==> config.mk <==
export PLATFORM = sky130hd
export DESIGN_NAME = id_decode_seq
export DESIGN_NICKNAME = d
export VERILOG_FILES = /design/src/rtl/id_decode_seq.sv
export SDC_FILE = /design/constraint.sdc
export NUM_CORES = 1
export LEC_CHECK = 0
export CORE_MARGIN = 2
export CORE_UTILIZATION = 56
export CTS_CLUSTER_DIAMETER = 40
export CTS_CLUSTER_SIZE = 12
export DETAILED_ROUTE_END_ITERATION = 10
export DONT_BUFFER_PORTS = 1
export PLACE_DENSITY = 0.74
export SETUP_SLACK_MARGIN = 0.3
export SYNTH_ARGS = -nofsm -noshare
export SYNTH_HDL_FRONTEND = slang
export SYNTH_SLANG_ARGS = --single-unit
==> constraint.sdc <==
create_clock -name clk -period 1.5 [get_ports clk]
set_input_delay 0.3 -clock clk [delete_from_list [all_inputs] [get_ports clk]]
set_output_delay 0.3 -clock clk [all_outputs]
set_load 0.01 [all_outputs]
==> src/rtl/id_decode_seq.sv <==
// Instruction decode sequencer: fetches opcode + operand bytes, looks up the uop ROM, offers one entry to the station.
// Optional branch-redirect flush input enabled by defining ID_FLUSH_EN.
module id_decode_seq #(
   parameter int               UOP_W   = 20,
   parameter logic [UOP_W-1:0] NOP_UOP = 20'b0000_0000_1111_00_000_000
) (
   input  logic             clk,
   input  logic             rst,
   input  logic [7:0]       pf_byte,
   input  logic             pf_valid,
   output logic             pf_ack,
   output logic [7:0]       rom_addr,
   input  logic [63:0]      rom_data,
   input  logic             id_feed_req,
`ifdef ID_FLUSH_EN
   input  logic             id_flush,
`endif
   output logic [UOP_W-1:0] id_uop_0,
   output logic [UOP_W-1:0] id_uop_1,
   output logic [UOP_W-1:0] id_uop_2,
   output logic [1:0]       id_uop_count,
   output logic [15:0]      id_k16,
   output logic             id_illegal
);

   localparam int SLOTS = 3;

   typedef enum logic [2:0] {S_OPC, S_ROM, S_LO, S_HI, S_ISSUE} state_t;

   state_t                       state, state_nxt;
   logic   [7:0]                 rom_addr_q;
   logic   [1:0]                 len_q, cnt_q;
   logic   [SLOTS-1:0][UOP_W-1:0] uop_q, uop_o;
   logic   [7:0]                 lo_q;
   logic   [15:0]                k16_q;
   logic                         ack, ill, flush;

   wire [1:0] rom_len = rom_data[63:62];
   wire [1:0] rom_cnt = rom_data[61:60];

`ifdef ID_FLUSH_EN
   assign flush = id_flush;
`else
   assign flush = 1'b0;
`endif

   always_comb begin
      state_nxt = state;
      ack       = 1'b0;
      ill       = 1'b0;
      case (state)
         S_OPC: begin
            ack = pf_valid;
            if (pf_valid) state_nxt = S_ROM;
         end
         S_ROM: begin
            if (rom_cnt == 2'd0) begin
               ill       = 1'b1;
               state_nxt = S_OPC;
            end else if (rom_len == 2'b00) begin
               state_nxt = S_ISSUE;
            end else begin
               state_nxt = S_LO;
            end
         end
         S_LO: begin
            ack = pf_valid;
            if (pf_valid) state_nxt = (len_q == 2'b10) ? S_HI : S_ISSUE;
         end
         S_HI: begin
            ack = pf_valid;
            if (pf_valid) state_nxt = S_ISSUE;
         end
         S_ISSUE: begin
            // no opcode fetch overlaps an offered entry
            if (id_feed_req) state_nxt = S_OPC;
         end
         default: state_nxt = S_OPC;
      endcase
      // a redirect drops the partial instruction and must not swallow a byte
      if (flush) begin
         state_nxt = S_OPC;
         ack       = 1'b0;
         ill       = 1'b0;
      end
   end

   always_ff @(posedge clk) begin
      if (rst) begin
         state      <= S_OPC;
         rom_addr_q <= 8'h00;
         len_q      <= 2'b00;
         cnt_q      <= 2'd0;
         uop_q      <= {SLOTS{NOP_UOP}};
         lo_q       <= 8'h00;
         k16_q      <= 16'h0000;
      end else begin
         state <= state_nxt;
         if (state == S_OPC && ack)
            rom_addr_q <= pf_byte;
         if (state == S_ROM && !flush) begin
            len_q    <= rom_len;
            cnt_q    <= rom_cnt;
            uop_q[0] <= rom_data[59:40];
            uop_q[1] <= rom_data[39:20];
            uop_q[2] <= rom_data[19:0];
            if (rom_cnt != 2'd0 && rom_len == 2'b00)
               k16_q <= 16'h0000;
         end
         if (state == S_LO && ack) begin
            lo_q <= pf_byte;
            case (len_q)
               2'b01:   k16_q <= {8'h00, pf_byte};
               2'b11:   k16_q <= {{8{pf_byte[7]}}, pf_byte};
               default: ;
            endcase
         end
         if (state == S_HI && ack)
            k16_q <= {pf_byte, lo_q};
         if (flush) begin
            cnt_q <= 2'd0;
            uop_q <= {SLOTS{NOP_UOP}};
         end
      end
   end

   // slots at or beyond the count carry the filler uop
   for (genvar i = 0; i < SLOTS; i++) begin : g_slot
      assign uop_o[i] = (state == S_ISSUE && 2'(i) < cnt_q) ? uop_q[i] : NOP_UOP;
   end

   assign id_uop_0     = uop_o[0];
   assign id_uop_1     = uop_o[1];
   assign id_uop_2     = uop_o[2];
   assign id_uop_count = (state == S_ISSUE) ? cnt_q : 2'd0;
   assign id_k16       = k16_q;
   assign id_illegal   = ill;
   assign pf_ack       = ack;
   assign rom_addr     = rom_addr_q;

endmodule

==> run_summary.xml, run 1 <==
<?xml version="1.0" encoding="UTF-8"?>
<metrics>
  <group name="critical_path">
    <metric name="cp_top_family" unit="">simple AND/OR/NAND/NOR gates</metric>
    <metric name="timing.critical_path.slowest_stage_cell" unit="">sky130_fd_sc_hd__dfxtp_2</metric>
    <metric name="crit_path_cells" unit="">nor2_4 &gt; and3_4 &gt; nor2_4 &gt; buf_12 &gt; buf_12 &gt; nor2b_4</metric>
    <metric name="regToRegStartpoint" unit="">state[0]$_SDFFE_PP0P_</metric>
    <metric name="reg2reg_depth" unit="">12</metric>
    <metric name="worstSetupPathType" unit="">register to output pin</metric>
    <metric name="crit_fanout" unit="">8</metric>
    <metric name="critical_path.n_buffers_inverters" unit="">2</metric>
    <metric name="critPathArrivalTime" unit="ps">1570</metric>
    <metric name="reg2reg_slack" unit="ps">-220</metric>
    <metric name="timing.critical_path.slowest_cell_delay" unit="ps">350</metric>
    <metric name="crit-reg2reg-capture" unit="">uop_q[52]$_SDFFE_PP0N_</metric>
    <metric name="worst_ep_required_time" unit="ps">1200</metric>
    <metric name="worst_setup_path_end_kind" unit="">output pin</metric>
    <metric name="worst_setup_path_start_kind" unit="">register</metric>
  </group>
  <group name="sta">
    <metric name="setup_repair_after_global_routing_missed_its_margin" unit="">true</metric>
    <metric name="setup_slack" unit="ps">-367</metric>
    <metric name="finalHoldWorstSlack" unit="ps">-3.87</metric>
    <metric name="hold_viol" unit="">1</metric>
    <metric name="clock_skew" unit="ps">10.0</metric>
    <metric name="layout_worst_path_cycle_share" unit="">1.24</metric>
    <metric name="max_freq" unit="MHz">536</metric>
    <metric name="period_minus_slack" unit="ps">1870</metric>
    <metric name="setup_viol" unit="">153</metric>
    <metric name="slew_headroom" unit="">0.735</metric>
    <metric name="slew_violations" unit="">0</metric>
    <metric name="totalNegativeSetupSlack" unit="ps">-29830</metric>
    <metric name="pin_slew_with_the_least_headroom_to_its_limit" unit="ps">396</metric>
  </group>
  <group name="logic_synthesis">
    <metric name="synthesis.instances" unit="">533</metric>
    <metric name="synth_edf_count" unit="">0</metric>
    <metric name="synth_sequential_area_ratio" unit="">0.475</metric>
    <metric name="synth.cell_area" unit="um2">4170</metric>
    <metric name="yosysWarnings" unit="">0</metric>
    <metric name="postSynthNetCount" unit="">609</metric>
    <metric name="synth_async_sr_flop_share" unit="">0</metric>
    <metric name="syn-mean-instance-area" unit="um2">7.82</metric>
    <metric name="top_reg_cell_synth" unit="">sky130_fd_sc_hd__dfxtp_1</metric>
    <metric name="netlist-cell-type-count" unit="">30</metric>
    <metric name="synth_seq_cells" unit="">99</metric>
  </group>
  <group name="floorplan">
    <metric name="row_count" unit="">31</metric>
    <metric name="ioPinCount" unit="">164</metric>
    <metric name="die-height" unit="um">90.3</metric>
    <metric name="die_area" unit="um2">8150</metric>
    <metric name="floorplan.initialDensity" unit="">0.578</metric>
    <metric name="floorplan.die.width" unit="um">90.3</metric>
    <metric name="core_area" unit="um2">7210</metric>
  </group>
  <group name="clocking">
    <metric name="cts.sinks" unit="">99</metric>
    <metric name="cts.clk_slew.worst_paths" unit="ps">90</metric>
    <metric name="numCtsBuffers" unit="">9</metric>
    <metric name="clock_latency_reported_for_the_late_side_of_the_worst_skew_pair" unit="ps">370</metric>
    <metric name="ctsRootBufferMaster" unit="">sky130_fd_sc_hd__clkbuf_8</metric>
    <metric name="cts_tree" unit="">done</metric>
    <metric name="clock_tree.htree_level_count" unit="">3</metric>
    <metric name="clock_tree.buffer_depth" unit="">2</metric>
  </group>
  <group name="routing">
    <metric name="dr_total_vias" unit="">3856</metric>
    <metric name="met2_length" unit="um">6200</metric>
    <metric name="drt-initial-drc-count" unit="">209</metric>
    <metric name="route.top_layer_used" unit="">met4</metric>
    <metric name="avgViaCountPerCell" unit="">5.79</metric>
    <metric name="avgRoutedWirePerCell" unit="um">18.3</metric>
    <metric name="routedLengthMet1" unit="um">4750</metric>
    <metric name="drt-pass1-iter-count" unit="">5</metric>
    <metric name="routed_wirelength" unit="um">12200</metric>
    <metric name="postRouteAntennaNets" unit="">0</metric>
    <metric name="remaining_drc_errors" unit="">0</metric>
    <metric name="met3_layer_wire_length_in_the_routed_design" unit="um">889</metric>
  </group>
  <group name="placed_design">
    <metric name="place.port_buffers" unit="">0</metric>
    <metric name="post_dp_cell_area" unit="um2">4610</metric>
    <metric name="gp_routability_congestion" unit="">0.763</metric>
    <metric name="hpwl_detailed" unit="um">6830</metric>
  </group>
  <group name="finish">
    <metric name="most_used_cells_in_the_layout_excluding_fill_and_tap_cells" unit="">sky130_fd_sc_hd__nand2_1 (140), sky130_fd_sc_hd__dfxtp_1 (96), sky130_fd_sc_hd__a21oi_1 (61)</metric>
    <metric name="post_route_cells_drive_above_1_share" unit="">0.323</metric>
    <metric name="layout-area-overhead-vs-synth" unit="%">38.7</metric>
    <metric name="multi_input_area" unit="um2">2540</metric>
    <metric name="layout_commonest_cell" unit="">sky130_fd_sc_hd__nand2_1</metric>
    <metric name="seqCellArea" unit="um2">1990</metric>
    <metric name="layout.nets" unit="">638</metric>
    <metric name="fin_util" unit="">0.802</metric>
    <metric name="final_design_area_no_fill" unit="um2">5780</metric>
    <metric name="fillers" unit="">469</metric>
  </group>
  <group name="outcome">
    <metric name="failed_checks" unit="">hold timing, setup timing</metric>
    <metric name="run_status" unit="">finished, violations left</metric>
  </group>
  <group name="pwr">
    <metric name="power_switching" unit="mW">1.37</metric>
    <metric name="ir_worst_vdd" unit="mV">0.650</metric>
    <metric name="p_int" unit="mW">3.94</metric>
    <metric name="comb_power_share" unit="">0.147</metric>
    <metric name="switching_share" unit="">0.258</metric>
    <metric name="clockPowerShare" unit="">0.320</metric>
    <metric name="power.density" unit="nW/um2">918</metric>
    <metric name="seqPwrFrac" unit="">0.533</metric>
    <metric name="static-leakage-power" unit="nW">2.08</metric>
  </group>
  <group name="grt">
    <metric name="grt_first_pass_wirelength" unit="um">19700</metric>
    <metric name="grt_start_max_net_pins" unit="">109</metric>
    <metric name="initial_antenna_violation_count" unit="">1</metric>
    <metric name="track_usage" unit="">0.305</metric>
    <metric name="grt_overflow_total" unit="">0</metric>
    <metric name="via_count_of_the_first_global_routing_pass" unit="">3884</metric>
  </group>
  <group name="hold_path">
    <metric name="worst_hold_path.num_cells" unit="">1</metric>
    <metric name="tightest_hold_check_type" unit="">primary input to register</metric>
    <metric name="whs_endpoint" unit="">uop_q[44]$_SDFFE_PP0N_</metric>
    <metric name="beginning_of_the_worst_hold_path" unit="">rst</metric>
  </group>
  <group name="job">
    <metric name="cap_violations" unit="">0</metric>
  </group>
</metrics>
layout make-up:
| class | instances | area share |
|---|---|---|
| diodes | 1 | 0.000433 |
| clock buffers | 9 | 0.0214 |
| clock inverters | 6 | 0.0117 |
| inverters | 3 | 0.00281 |
| multi-input cells | 390 | 0.439 |
| flip-flops and latches | 99 | 0.343 |
| well taps | 99 | 0.0214 |
| repair buffers | 59 | 0.160 |
registers in the layout, indices dropped and copies added, names as in the netlist:
signal and cells:
cnt_q 2, id_k16 16, len_q 2, lo_q 8, rom_addr 8, state 3, uop_q 60
synth_stat cells, drive strengths merged (8+ instances only):
library cell / count / area share
nand3b: 14 / 0.025
nor3b: 16 / 0.029
nor2b: 18 / 0.027
nand2b: 10 / 0.015
clkbuf: 28 / 0.025
dfxtp: 99 / 0.48
nor3: 8 / 0.011
and2: 17 / 0.026
nand2: 170 / 0.15
o22a: 16 / 0.034
buf: 13 / 0.016
a21oi: 78 / 0.094
and3: 18 / 0.027
metrics by stage:
stage	setup slack (ps)	hold slack, ps	cells	total power, mW
after floorplan	-105	421	533	3.24
after detailed placement	-124	380	612	3.28
after global routing	-408	-21.0	666	5.50
final	-367	-3.87	666	5.31
after CTS	-309	-9.97	664	5.29
after global placement	-93.5	377	612	3.27
per-layer routing:
layer | up-vias | global-route usage
met1 | 1833 | 0.350
met4 | 0 | 0.141
li1 | 1834 | -
met3 | 27 | 0.0768
met5 | - | 0
met2 | 162 | 0.532
worst max path at each step:
stage,end,cells past startpoint,slack (ps),start
6_report,id_uop_0[18],6,-370,state[0]$_SDFFE_PP0P_
5_1_grt,id_uop_0[5],6,-410,state[0]$_SDFFE_PP0P_
4_1_cts,id_uop_0[18],6,-310,state[1]$_SDFFE_PP0P_
3_5_place_dp,id_k16[3]$_SDFF_PP0_,5,-120,state[0]$_SDFFE_PP0P_
3_3_place_gp,id_k16[1]$_SDFF_PP0_,5,-90,state[0]$_SDFFE_PP0P_
2_1_floorplan,id_k16[6]$_SDFF_PP0_,6,-110,state[2]$_SDFFE_PP0P_
what timing repair did:
item	in CTS	in global routing
endpoints found under the hold margin	34	55
setup endpoints to repair	162	163
cloned	13	0
resized for setup	114	12
pin swaps	51	7
setup buffers	24	1
logic make-up after synthesis:
group | count (synthesis) | synth area share
DFF | 99 | 0.475
AOI/OAI and AO/OA | 102 | 0.145
and+or+nand+nor | 288 | 0.336
buffers and inverters | 44 | 0.0441
power by group through the flow:
stage | Sequential (mW) | Clock (mW) | Combinational (mW)
final | 2.83 | 1.70 | 0.782
after CTS | 2.82 | 1.71 | 0.753
after detailed placement | 2.88 | 0 | 0.400
after global routing | 2.84 | 1.82 | 0.842
after global placement | 2.88 | 0 | 0.388
after floorplan | 2.87 | 0 | 0.376
No activity file was read; power rests on OpenSTA's default activity.
==> inputs of run 2 (changes only) <==
--- a/config.mk
+++ b/config.mk
@@ -6,12 +6,11 @@
 export NUM_CORES = 1
 export LEC_CHECK = 0
 export CORE_MARGIN = 2
-export CORE_UTILIZATION = 56
+export CORE_UTILIZATION = 39
 export CTS_CLUSTER_DIAMETER = 40
 export CTS_CLUSTER_SIZE = 12
 export DETAILED_ROUTE_END_ITERATION = 10
-export DONT_BUFFER_PORTS = 1
-export PLACE_DENSITY = 0.74
+export PLACE_DENSITY = 0.76
 export SETUP_SLACK_MARGIN = 0.3
 export SYNTH_ARGS = -nofsm -noshare
 export SYNTH_HDL_FRONTEND = slang
==> run 2 against run 1 <==
- critical path depth unchanged
- sequential share of layout area fell by 7.6 points
- count of clock-buffer cells in the layout is 5 higher
- highest routed layer unchanged
- core utilization shrank 7.9 points
- combinational power up 36%
- final area grew 30%
- the run ends with setup timing left
- first-iteration DRC count grew 56%
==> run_summary.xml, run 2 (same netlist as run 1, synthesis figures left out) <==
<?xml version="1.0" encoding="UTF-8"?>
<metrics>
  <group name="critical_path">
    <metric name="worst_ep_required_time" unit="ps">1200</metric>
    <metric name="worst_setup_path_end_kind" unit="">output pin</metric>
    <metric name="worst_setup_path_start_kind" unit="">register</metric>
    <metric name="critPathArrivalTime" unit="ps">1680</metric>
    <metric name="worstSetupPathType" unit="">register to output pin</metric>
    <metric name="crit_fanout" unit="">10</metric>
  </group>
  <group name="placed_design">
    <metric name="place.port_buffers" unit="">163</metric>
    <metric name="place_inst" unit="">823</metric>
    <metric name="gp_routability_congestion" unit="">0.833</metric>
    <metric name="post_dp_cell_area" unit="um2">6380</metric>
    <metric name="hpwl_detailed" unit="um">8820</metric>
  </group>
  <group name="floorplan">
    <metric name="die-height" unit="um">107</metric>
    <metric name="floorplan.die.width" unit="um">107</metric>
    <metric name="floorplan.initialDensity" unit="">0.402</metric>
    <metric name="row_count" unit="">37</metric>
    <metric name="ioPinCount" unit="">164</metric>
    <metric name="core_area" unit="um2">10400</metric>
    <metric name="die_area" unit="um2">11500</metric>
  </group>
  <group name="finish">
    <metric name="largest_register_ffs" unit="">60</metric>
    <metric name="most_used_cells_in_the_layout_excluding_fill_and_tap_cells" unit="">sky130_fd_sc_hd__nand2_1 (156), sky130_fd_sc_hd__dfxtp_1 (82), sky130_fd_sc_hd__clkdlybuf4s50_1 (74)</metric>
    <metric name="final_design_area_no_fill" unit="um2">7490</metric>
    <metric name="layout.nets" unit="">813</metric>
    <metric name="layout-area-overhead-vs-synth" unit="%">79.7</metric>
    <metric name="post_route_cells_drive_above_1_share" unit="">0.381</metric>
    <metric name="layout_commonest_cell" unit="">sky130_fd_sc_hd__nand2_1</metric>
    <metric name="antenna_cells" unit="">0</metric>
    <metric name="max_flop_register" unit="">uop_q</metric>
    <metric name="fin_util" unit="">0.722</metric>
    <metric name="post_layout_nonfiller_instances" unit="">878</metric>
  </group>
  <group name="pwr">
    <metric name="switching_share" unit="">0.265</metric>
    <metric name="ir_worst_vdd" unit="mV">0.721</metric>
    <metric name="p_int" unit="mW">4.03</metric>
    <metric name="power.density" unit="nW/um2">731</metric>
    <metric name="power_switching" unit="mW">1.45</metric>
    <metric name="comb_power_share" unit="">0.193</metric>
    <metric name="clockPowerShare" unit="">0.292</metric>
    <metric name="static-leakage-power" unit="nW">3.04</metric>
    <metric name="seqPwrFrac" unit="">0.515</metric>
  </group>
  <group name="job">
    <metric name="cap_violations" unit="">0</metric>
  </group>
  <group name="grt">
    <metric name="track_usage" unit="">0.264</metric>
    <metric name="grt_start_max_net_pins" unit="">42</metric>
    <metric name="initial_antenna_violation_count" unit="">0</metric>
    <metric name="via_count_of_the_first_global_routing_pass" unit="">4506</metric>
    <metric name="grt_first_pass_wirelength" unit="um">23300</metric>
    <metric name="grt_overflow_total" unit="">0</metric>
  </group>
  <group name="clocking">
    <metric name="clock_tree.htree_level_count" unit="">3</metric>
    <metric name="cts_tree" unit="">done</metric>
    <metric name="cts.sinks" unit="">99</metric>
    <metric name="cts_hold_buffers" unit="">0</metric>
    <metric name="numCtsBuffers" unit="">9</metric>
    <metric name="ctsRootBufferMaster" unit="">sky130_fd_sc_hd__clkbuf_8</metric>
    <metric name="clock_latency_reported_for_the_late_side_of_the_worst_skew_pair" unit="ps">380</metric>
    <metric name="cts.clk_slew.worst_paths" unit="ps">90</metric>
    <metric name="clock_tree.buffer_depth" unit="">2</metric>
  </group>
  <group name="sta">
    <metric name="slew_headroom" unit="">0.789</metric>
    <metric name="pin_slew_with_the_least_headroom_to_its_limit" unit="ps">315</metric>
    <metric name="totalNegativeSetupSlack" unit="ps">-47590</metric>
    <metric name="period_minus_slack" unit="ps">1980</metric>
    <metric name="slew_violations" unit="">0</metric>
    <metric name="layout_worst_path_cycle_share" unit="">1.32</metric>
    <metric name="max_freq" unit="MHz">506</metric>
    <metric name="setup_slack" unit="ps">-477</metric>
    <metric name="setup_repair_after_global_routing_missed_its_margin" unit="">true</metric>
    <metric name="clock_skew" unit="ps">7.63</metric>
    <metric name="setup_viol" unit="">154</metric>
    <metric name="hold_viol" unit="">0</metric>
  </group>
  <group name="routing">
    <metric name="remaining_drc_errors" unit="">0</metric>
    <metric name="drt-initial-drc-count" unit="">327</metric>
    <metric name="postRouteAntennaNets" unit="">0</metric>
    <metric name="routed_wirelength" unit="um">16300</metric>
    <metric name="avgRoutedWirePerCell" unit="um">18.6</metric>
    <metric name="dr_total_vias" unit="">4692</metric>
    <metric name="avgViaCountPerCell" unit="">5.34</metric>
    <metric name="drt-pass1-iter-count" unit="">5</metric>
  </group>
  <group name="outcome">
    <metric name="failed_checks" unit="">setup timing</metric>
    <metric name="run_status" unit="">finished, violations left</metric>
  </group>
  <group name="hold_path">
    <metric name="tightest_hold_check_type" unit="">primary input to register</metric>
  </group>
</metrics>
[run 2: through the flow]
step | setup slack [ps] | power, mW | hold slack (ps)
2_1_floorplan | -105 | 3.24 | 421
3_3_place_gp | -669 | 3.58 | 438
3_5_place_dp | -700 | 3.61 | 443
4_1_cts | -446 | 5.39 | 250
5_1_grt | -529 | 5.68 | 274
6_report | -477 | 5.48 | 268
[run 2: final timing paths]
| kind | start | to | slack (ps) | cells after the start |
|---|---|---|---|---|
| hold reg to reg | uop_q[32]$_SDFFE_PP0N_ | uop_q[32]$_SDFFE_PP0N_ | 460 | 2 |
| setup reg to reg | state[2]$_SDFFE_PP0P_ | id_k16[4]$_SDFF_PP0_ | -460 | 7 |
| setup / recovery | state[1]$_SDFFE_PP0P_ | id_uop_0[11] | -480 | 6 |
| hold / removal | rst | lo_q[0]$_SDFFE_PP0N_ | 270 | 2 |
[run 2: layer usage]
layer,part of all wire,vias to the layer above,global-route usage
met2,0.52,202,0.465
met1,0.38,2273,0.291
met5,0,-,0
met3,0.087,29,0.103
li1,-,2188,-
met4,0.020,0,0.0842
[run 2: area by class of cell]
type / count / area, um2
timing repair buffer: 234 / 2660
fill: 683 / 2880
clock buffer: 14 / 163
multi-input combinational: 390 / 2470
clock inverter: 2 / 10.0
tap: 136 / 170
inverter: 3 / 18.8
sequential: 99 / 2000
[run 2: power by group through the flow]
stage               Clock [mW]  Sequential [mW]  Combinational (mW)
floorplan                    0             2.87               0.376
global placement             0             2.87               0.718
detailed placement           0             2.87               0.735
CTS                       1.63             2.82               0.944
global route              1.73             2.83                1.11
finish                    1.60             2.82                1.06
[run 2: critical path, stage by stage (launching register included)]
cell and delay [ps]:
sky130_fd_sc_hd__dfxtp_2 350, sky130_fd_sc_hd__nor2_4 140, sky130_fd_sc_hd__and3_4 260, sky130_fd_sc_hd__nor2_4 60, sky130_fd_sc_hd__buf_12 150, sky130_fd_sc_hd__or2_4 230, sky130_fd_sc_hd__buf_6 120
[run 2: timing repair]
| action | 4_1_cts | 5_1_grt |
|---|---|---|
| setup buffers | 15 | 8 |
| cloned | 12 | 4 |
| resized for setup | 455 | 72 |
| setup endpoints to repair | 186 | 164 |
| pin swaps | 11 | 24 |
